[config.mk]
export PLATFORM = sky130hd
export DESIGN_NAME = turbo_iter_ctrl
export DESIGN_NICKNAME = d
export VERILOG_FILES = /design/src/rtl/turbo_pkg.sv /design/src/rtl/siso_watchdog.sv /design/src/rtl/turbo_iter_ctrl.sv
export SDC_FILE = /design/constraint.sdc
export NUM_CORES = 1
export LEC_CHECK = 0
export ABC_AREA = 1
export ABC_CLOCK_PERIOD_IN_PS = 1600
export CORE_AREA = 5 5 65 67
export DETAILED_ROUTE_END_ITERATION = 10
export DIE_AREA = 0 0 70 72
export HOLD_SLACK_MARGIN = 0.15
export SETUP_SLACK_MARGIN = 0.1
export SLEW_MARGIN = 40
export SYNTH_ARGS = -nofsm -noshare
export SYNTH_HDL_FRONTEND = slang
export SYNTH_SLANG_ARGS = --single-unit
[constraint.sdc]
create_clock -name clk -period 1.6 [get_ports clk]
set_input_delay 0.24 -clock clk [delete_from_list [all_inputs] [get_ports clk]]
set_output_delay 0.24 -clock clk [all_outputs]
set_load 0.02 [all_outputs]
[src/rtl/turbo_pkg.sv]
// Shared types and defaults for the turbo decoder iteration controller.
// Holds the FSM state encoding, decoder-select constants and the iteration clamp.
package turbo_pkg;

    localparam int MAX_ITER_DEF = 4;
    localparam int ITER_W_DEF   = 3;
    localparam int TIMEOUT_DEF  = 64;

    localparam logic SISO_SEL_DEC1 = 1'b0;
    localparam logic SISO_SEL_DEC2 = 1'b1;

    typedef enum logic [2:0] {
        IDLE  = 3'd0,
        CLEAR = 3'd1,
        START = 3'd2,
        WAIT  = 3'd3,
        SWAP  = 3'd4,
        DONE  = 3'd5
    } state_t;

    // A zero request still runs one iteration; anything above the ceiling is capped.
    function automatic int unsigned clamp_iter(int unsigned cfg, int unsigned max_iter);
        if (cfg == 0)
            return 1;
        else if (cfg > max_iter)
            return max_iter;
        else
            return cfg;
    endfunction

endpackage

[src/rtl/siso_watchdog.sv]
// Cycle watchdog for one SISO half-iteration: cleared at start, counts while waiting.
// expired is asserted on the last allowed waiting cycle so the FSM can bail out on that edge.
module siso_watchdog
    import turbo_pkg::*;
#(
    parameter int TIMEOUT = TIMEOUT_DEF
) (
    input  logic clk,
    input  logic rst,
    input  logic clear,
    input  logic enable,
    output logic expired
);

    localparam int CNT_W = $clog2(TIMEOUT);

    logic [CNT_W-1:0] r_cnt;
    logic             w_at_limit;

    assign w_at_limit = (r_cnt == CNT_W'(TIMEOUT - 1));
    assign expired    = enable && w_at_limit;

    // Saturates at the limit so a stalled enable cannot wrap back into range.
    always_ff @(posedge clk) begin
        if (rst || clear)
            r_cnt <= '0;
        else if (enable && !w_at_limit)
            r_cnt <= r_cnt + CNT_W'(1);
    end

endmodule

[src/rtl/turbo_iter_ctrl.sv]
// Turbo decoder iteration scheduler: time-shares one SISO engine between the two
// constituent decoders, sequences La clear/swap, early termination and the watchdog.
module turbo_iter_ctrl
    import turbo_pkg::*;
#(
    parameter int MAX_ITER = MAX_ITER_DEF,
    parameter int ITER_W   = ITER_W_DEF,
    parameter int TIMEOUT  = TIMEOUT_DEF
) (
    input  logic              clk,
    input  logic              rst,
    input  logic              blk_valid,
    output logic              blk_ready,
    input  logic [ITER_W-1:0] cfg_max_iter,
    input  logic              cfg_early_en,
    output logic              siso_start,
    output logic              siso_sel,
    input  logic              siso_done,
    input  logic              hd_changed,
    output logic              la_clear,
    output logic              la_swap,
    output logic              out_valid,
    input  logic              out_ready,
    output logic [ITER_W-1:0] iter_count,
    output logic              early_stop,
    output logic              timeout_err,
    output logic              busy
);

    state_t            r_state;
    logic [ITER_W-1:0] r_max_lat;
    logic              r_early_lat;
    logic              r_chg_acc;

    logic [ITER_W-1:0] w_max_clamped;
    logic [ITER_W-1:0] w_iter_nxt;
    logic              w_stop_early;
    logic              w_last_iter;
    logic              w_wd_clear;
    logic              w_wd_en;
    logic              w_wd_expired;

    assign w_max_clamped = ITER_W'(clamp_iter(32'(cfg_max_iter), MAX_ITER));
    assign w_iter_nxt    = iter_count + ITER_W'(1);
    // chg_acc already covers both halves of the iteration when SWAP sees it.
    assign w_stop_early  = r_early_lat && !r_chg_acc;
    assign w_last_iter   = (w_iter_nxt == r_max_lat);
    assign w_wd_clear    = (r_state == START);
    assign w_wd_en       = (r_state == WAIT);

    siso_watchdog #(
        .TIMEOUT (TIMEOUT)
    ) u_watchdog (
        .clk     (clk),
        .rst     (rst),
        .clear   (w_wd_clear),
        .enable  (w_wd_en),
        .expired (w_wd_expired)
    );

    // All outputs are registered; pulses are raised on the edge that enters their state.
    always_ff @(posedge clk) begin
        if (rst) begin
            r_state     <= IDLE;
            r_max_lat   <= '0;
            r_early_lat <= 1'b0;
            r_chg_acc   <= 1'b0;
            blk_ready   <= 1'b0;
            siso_start  <= 1'b0;
            siso_sel    <= SISO_SEL_DEC1;
            la_clear    <= 1'b0;
            la_swap     <= 1'b0;
            out_valid   <= 1'b0;
            iter_count  <= '0;
            early_stop  <= 1'b0;
            timeout_err <= 1'b0;
            busy        <= 1'b0;
        end else begin
            siso_start <= 1'b0;
            la_clear   <= 1'b0;
            la_swap    <= 1'b0;

            case (r_state)
                IDLE: begin
                    blk_ready <= 1'b1;
                    busy      <= 1'b0;
                    if (blk_valid && blk_ready) begin
                        r_max_lat   <= w_max_clamped;
                        r_early_lat <= cfg_early_en;
                        r_chg_acc   <= 1'b0;
                        iter_count  <= '0;
                        early_stop  <= 1'b0;
                        timeout_err <= 1'b0;
                        siso_sel    <= SISO_SEL_DEC1;
                        la_clear    <= 1'b1;
                        blk_ready   <= 1'b0;
                        busy        <= 1'b1;
                        r_state     <= CLEAR;
                    end
                end

                CLEAR: begin
                    siso_start <= 1'b1;
                    r_state    <= START;
                end

                START: begin
                    r_state <= WAIT;
                end

                WAIT: begin
                    if (siso_done) begin
                        r_chg_acc <= r_chg_acc | hd_changed;
                        la_swap   <= 1'b1;
                        r_state   <= SWAP;
                    end else if (w_wd_expired) begin
                        timeout_err <= 1'b1;
                        blk_ready   <= 1'b1;
                        busy        <= 1'b0;
                        r_state     <= IDLE;
                    end
                end

                SWAP: begin
                    if (siso_sel == SISO_SEL_DEC1) begin
                        siso_sel   <= SISO_SEL_DEC2;
                        siso_start <= 1'b1;
                        r_state    <= START;
                    end else begin
                        iter_count <= w_iter_nxt;
                        if (w_stop_early || w_last_iter) begin
                            early_stop <= w_stop_early && (w_iter_nxt < r_max_lat);
                            out_valid  <= 1'b1;
                            r_state    <= DONE;
                        end else begin
                            siso_sel   <= SISO_SEL_DEC1;
                            r_chg_acc  <= 1'b0;
                            siso_start <= 1'b1;
                            r_state    <= START;
                        end
                    end
                end

                DONE: begin
                    if (out_ready) begin
                        out_valid <= 1'b0;
                        blk_ready <= 1'b1;
                        busy      <= 1'b0;
                        r_state   <= IDLE;
                    end
                end

                default: begin
                    r_state <= IDLE;
                end
            endcase
        end
    end

endmodule

Word level (Yosys, flattened, before mapping)
Index checks and enable logic that the tools add are counted.
{ "op_classes": {"n_addsub": 2, "mul": 0, "div_mod_pow": 0, "magnitude_cmp": 2, "eq_ne": 16, "shifts": 0, "mux": 41, "bitwise": 3, "reduce_logical": 27} }
{ "ops": {"columns": ["op", "count"], "rows": [
  ["$mux 3", 10],
  ["$mux 1", 21],
  ["$pmux 3 s6", 1],
  ["$ne 2x2->1 const B", 8],
  ["$reduce_and 4->1", 4],
  ["$pmux 1 s2", 5],
  ["$pmux 1 s3", 3],
  ["$add 6x1->6 const B", 1],
  ["$eq 3x2->1 const B", 2],
  ["$eq 3x3->1 const B", 2],
  ["$eq 6x6->1 const B", 1],
  ["$logic_not 3->1", 2],
  ["$pmux 3 s2", 1],
  ["$reduce_and 3->1", 2],
  ["$reduce_bool 2->1", 3],
  ["$reduce_bool 3->1", 2],
  ["$logic_and 1x1->1", 5],
  ["$reduce_and 5->1", 1],
  ["$reduce_and 2->1", 2],
  ["$reduce_or 2->1", 2],
  ["$add 3x1->3 const B", 1],
  ["$eq 3x1->1 const B", 1],
  ["$eq 3x3->1", 1],
  ["$gt 3x3->1 const B", 1],
  ["6 further kinds", 9]
]} }
{ "word_totals": {"reg_bits": 26, "latchBits": 0, "ramBits": 0, "romBits": 0, "inputBits": 10, "output_inout_bits": 12, "word_cells": 106, "memories": 0} }

Longest topological paths before layout
{ "depth": {"ltp_word": 6, "ltp_mapped": 10} }

By module
From an unflattened synthesis, not the netlist that was laid out.
{ "unflattened": {"hier_cells": 187, "area_unflattened_um2": 1367.6} }
{ "by_module_without_submodules": {"columns": ["module", "n_inst", "cells_each", "area_each_um2", "seq_area_each_um2"], "rows": [
  ["turbo_iter_ctrl", 1, 140, 1034.7, 400.4],
  ["siso_watchdog", 1, 47, 332.8, 120.1]
]} }

Worst setup path after synthesis
Ideal clock, no wire load.
{ "synth_path": {"path_kind": "flip-flop to flip-flop", "startpoint": "reg iter_count[0]", "endpoint": "reg r_state[1]", "arrival_time_ns": 1.640, "setup_slack_ns": -0.156, "stages_incl_launch_ff": 11, "path_buffers": 0, "synth_period_minus_slack_ns": 1.756, "cell_sequence": "dfxtp_1 -> ha_1 -> xor2_1 -> ha_1 -> nand3_1 -> nand2_1 -> nand2_1 -> nand2_1 -> nand3_1 -> o21ai_0 -> inv_1"} }
{ "synth_between": {"elab_chain_cells": 6} }
{ "synth_rtl": {"columns": ["item", "line_no", "text"], "rows": [
  ["start: declaration", "turbo_iter_ctrl.sv:24", "output logic [ITER_W-1:0] iter_count,"],
  ["start signal: assignment", "turbo_iter_ctrl.sv:130", "iter_count <= w_iter_nxt;"],
  ["$add 3x1->3", "turbo_iter_ctrl.sv:44", "assign w_iter_nxt = iter_count + ITER_W'(1);"],
  ["$eq 3x3->1", "turbo_iter_ctrl.sv:47", "assign w_last_iter = (w_iter_nxt == r_max_lat);"],
  ["$logic_or 1x1->1", "turbo_iter_ctrl.sv:131", "if (w_stop_early || w_last_iter) begin"],
  ["$mux 3", "turbo_iter_ctrl.sv:131", null],
  ["$mux 3", "turbo_iter_ctrl.sv:125", "if (siso_sel == SISO_SEL_DEC1) begin"],
  ["$pmux 3 s6", "turbo_iter_ctrl.sv:83", "case (r_state)"],
  ["end signal: assignment", "turbo_iter_ctrl.sv:128", "r_state <= START;"],
  ["end signal: assignment", "turbo_iter_ctrl.sv:134", "r_state <= DONE;"],
  ["end signal: assignment", "turbo_iter_ctrl.sv:139", "r_state <= START;"],
  ["end: declaration", "turbo_iter_ctrl.sv:30", "state_t r_state;"]
]} }
No other way between the ends.
A chain may end at the register's enable or synchronous reset.

Final worst setup path
Ends and elaborated chain as after synthesis.

==> summary.txt <==
Routing
  • Initial DRC Count: 52
  • ANT nets after route: 0
  • DRC Markers: 0
  • Routed via count: 1283
  • DRT Wirelength: 3.171 mm
  • DRT Pass-1 Iters: 4
  • Drt via density: 4.649
  • Routed len/inst: 11.49 um

Yosys
  • Largest area contributor in the synthesized netlist: dfxtp_1
  • Gate Count Post-Synth: 195
  • Mux contribution to synthesized area: 0
  • Most frequent cells after synthesis: 51 x nand2_1, 30 x inv_1, 26 x dfxtp_1, 20 x a21oi_1, 19 x nand3_1
  • Cell variety after synth: 24
  • Xor and xnor fraction of the mapped netlist area: 0.006422
  • Post-synth EDFFs: 0
  • Synth Area in Simple Gates: 0.3312
  • Avg Cell Area, Syn: 6.994 um^2
  • Top-area cell type share of the netlist area: 0.3817
  • Synth Register Bits: 26
  • Main combinational cell family by area after synthesis: simple AND/OR/NAND/NOR gates
  • Leading cell types by total area after synthesis: dfxtp_1 38%, nand2_1 14%, inv_1 8.3%
  • YS warnings: 0
  • Synth Cell Area: 1364 um^2
  • Async set or reset register ratio after synthesis: 0
  • Synth Area in Adders: 0.04587
  • Count leader, synth: nand2_1
  • Post-Syn Nets: 210
  • Synth Area in Compound Gates: 0.1248
  • Primary FF master, synth: dfxtp_1
  • Seq/Total Area, Yosys: 0.3817

Timing
  • RSZ-0062 raised after global routing: true
  • Final setup vio count: 2
  • Worst-Margin Slew: 395.4 ps
  • Fin crit period: 1683 ps
  • Final hold vios: 0
  • Clock Skews: 6.501 ps
  • Slew HR: 0.7361
  • Final worst setup slack: -82.83 ps
  • FMAX: 594.2 MHz
  • Period Utilization, post-route: 1.052
  • Max-slew violations: 0

Outcome
  • Status: finished, violations left
  • Failing checks: negative setup slack

Power and ir drop
  • Peak VDD IR: 0.4878 mV
  • Pint: 1248 uW
  • Clk pwr share: 0.233
  • Sequential Power Share: 0.418
  • Switch Pwr: 680.6 uW
  • Power, Total: 1929 uW
  • Net Sw Frac: 0.3529
  • Leak pwr: 0.0008820 uW
  • Gate power share: 0.349
  • Cell Pwr Density: 1043 nW/um^2

Critical path
  • Worst setup path start: iter_count[0]
  • Crit path max fanout: 4
  • Nature of the critical path startpoint: flop
  • Crit end category: flop
  • Critical path class: flop to flop
  • R2R Setup Slk: -80 ps
  • Crit-path cells: ha_4 -> xor2_4 -> ha_4 -> nand3_4 -> nand2_4 -> nand2_4 -> nand2_4 -> nand3_2 -> o21ai_1 -> inv_1
  • R2r endpoint: r_state[1]
  • R2R Path Start: iter_count[0]
  • Worst Setup EP: r_state[1]
  • WP data required: 1830 ps
  • Max stage delay on crit path: 380 ps
  • Slowest cell on crit path: dfxtp_4
  • R2R cell count: 10
  • Most frequent CP cell: nand2_4
  • CP arrival: 1920 ps

Finish
  • Post-Layout Inst Area: 1849 um^2
  • Final nets: 244
  • Share of post-route cells with drive strength above 1: 0.2018
  • P&R area growth vs syn: 35.60%
  • Ant. Diodes: 0

GRT
  • Gr usage total: 0.1232
  • Vias in the first global route: 1156
  • First-pass GRT wire length: 5.050 mm
  • GRT overflow: 0
  • Initial antenna violation count: 0
  • Pin count of the biggest net entering global routing: 16

Die
  • Core box area: 3578 um^2
  • Cell row count: 22
  • Vertical die dimension: 72 um
  • I/O pin count: 22
  • Initial Util: 0.3811
  • Die width: 70 um
  • Die ar.: 5040 um^2

Job
  • Max capacitance violation total: 0

Place
  • Placed Area: 1684 um^2
  • Final RePlAce weighted congestion: 0.8627
  • Post-DP HPWL: 2.240 mm
  • Pre-CTS setup slack: -85.30 ps
  • IO Port Bufs: 21

Clock tree
  • Cts hold-fix bufs: 0
  • Clk Latency, worst-skew pair: 320 ps
  • Clock Sinks: 26
  • Clock-pin slew on the worst setup and hold paths: 140 ps
  • TritonCTS clock tree: yes
  • H-tree levels: 1
  • Clock root buffer: clkbuf_4
  • Clock Path Buffers: 2
  • Cts bufs inserted: 3

Min path
  • Worst hold path class: input pin to flop
power by group through the flow:
| stage | Sequential (uW) | Combinational, uW | Clock [uW] |
|---|---|---|---|
| finish | 806 | 673 | 450 |
| CTS | 802 | 631 | 466 |
| detailed placement | 815 | 614 | 0 |
| global route | 818 | 746 | 495 |
| global placement | 816 | 611 | 0 |
| floorplan | 820 | 440 | 0 |
metal layers:
layer,vias up,wire length [um],part of all wire,GRT usage
li1,693,-,-,-
met1,554,1539,0.49,0.1634
met2,29,1445,0.46,0.1920
met3,7,103,0.032,0.01662
met4,0,82,0.026,0.07234
met5,-,0,0,0
worst max-delay path, delay by kind of cell (launching register included):
family	cells	cell delay [ps]
buf+inv	1	50
flops	1	380
compound gates	1	130
simple gates	5	410
fa+ha+maj	2	460
xor+xnor	1	160
sequential cells by signal, indices dropped and copies added (netlist names):
name / count
u_watchdog.r_cnt: 6
iter_count: 3
r_max_lat: 3
r_state: 3
blk_ready: 1
busy: 1
early_stop: 1
la_clear: 1
la_swap: 1
out_valid: 1
r_chg_acc: 1
r_early_lat: 1
siso_sel: 1
siso_start: 1
timeout_err: 1
cell type report:
type,instances,area (um^2)
Clock buffer,3,22.52
Clock inverter,1,30.03
Fill cell,349,1729
Inverter,32,120.1
Multi-Input combinational cell,133,795.8
Sequential cell,26,528.0
Tap cell,48,60.06
Timing Repair Buffer,33,292.8
placed cells by master, fill, tap and decap left out, drive strengths merged:
cell type and n:
nand4 4, dlymetal6s2s 1, o211ai 1, dfxtp 26, o21ai 6, bufinv 1
a21oi 21, nor2 18, xor2 1, dlygate4sd2 11, nand3 21, a31oi 2
clkdlybuf4s50 9, inv 32, ha 5, nand2 53, o21bai 1, buf 12
clkbuf 3
worst min path at each step:
| stage | start | end | slack (ps) | depth (start not counted) |
|---|---|---|---|---|
| floorplan | cfg_early_en | r_early_lat | 380 | 2 |
| global placement | out_valid | out_valid | 440 | 2 |
| detailed placement | out_valid | out_valid | 450 | 2 |
| CTS | cfg_early_en | r_early_lat | 460 | 3 |
| global route | cfg_early_en | r_early_lat | 480 | 3 |
| finish | cfg_early_en | r_early_lat | 460 | 3 |
per-stage QoR:
stage / hold WS [ps] / util / instances / setup TNS (ps)
2_1_floorplan: 382.9 / - / 195 / -42.78
3_3_place_gp: 442.7 / 0.4706 / 268 / -33.36
3_5_place_dp: 451.5 / 0.4706 / 268 / -108.7
4_1_cts: 457.4 / 0.4976 / 275 / -36.61
5_1_grt: 481.0 / 0.5168 / 276 / -407.2
6_report: 461.4 / 0.5168 / 276 / -107.3
timing repair:
item / in CTS / in global routing
pin swaps: 6 / 6
cloned: 0 / 0
resized for setup: 19 / 12
setup endpoints to repair: 18 / 18
setup buffers: 3 / 1
kinds of logic (layout without fill, tap and decap cells):
kind of cell               count (synthesis)  after routing
buffers and inverters                     36             69
DFF                                       26             26
and+or+nand+nor                           96             96
AOI/OAI and AO/OA                         31             31
adders and majority gates                  5              5
xor gates and xnor gates                   1              1
Note: power is estimated with default switching activity, not from simulation.
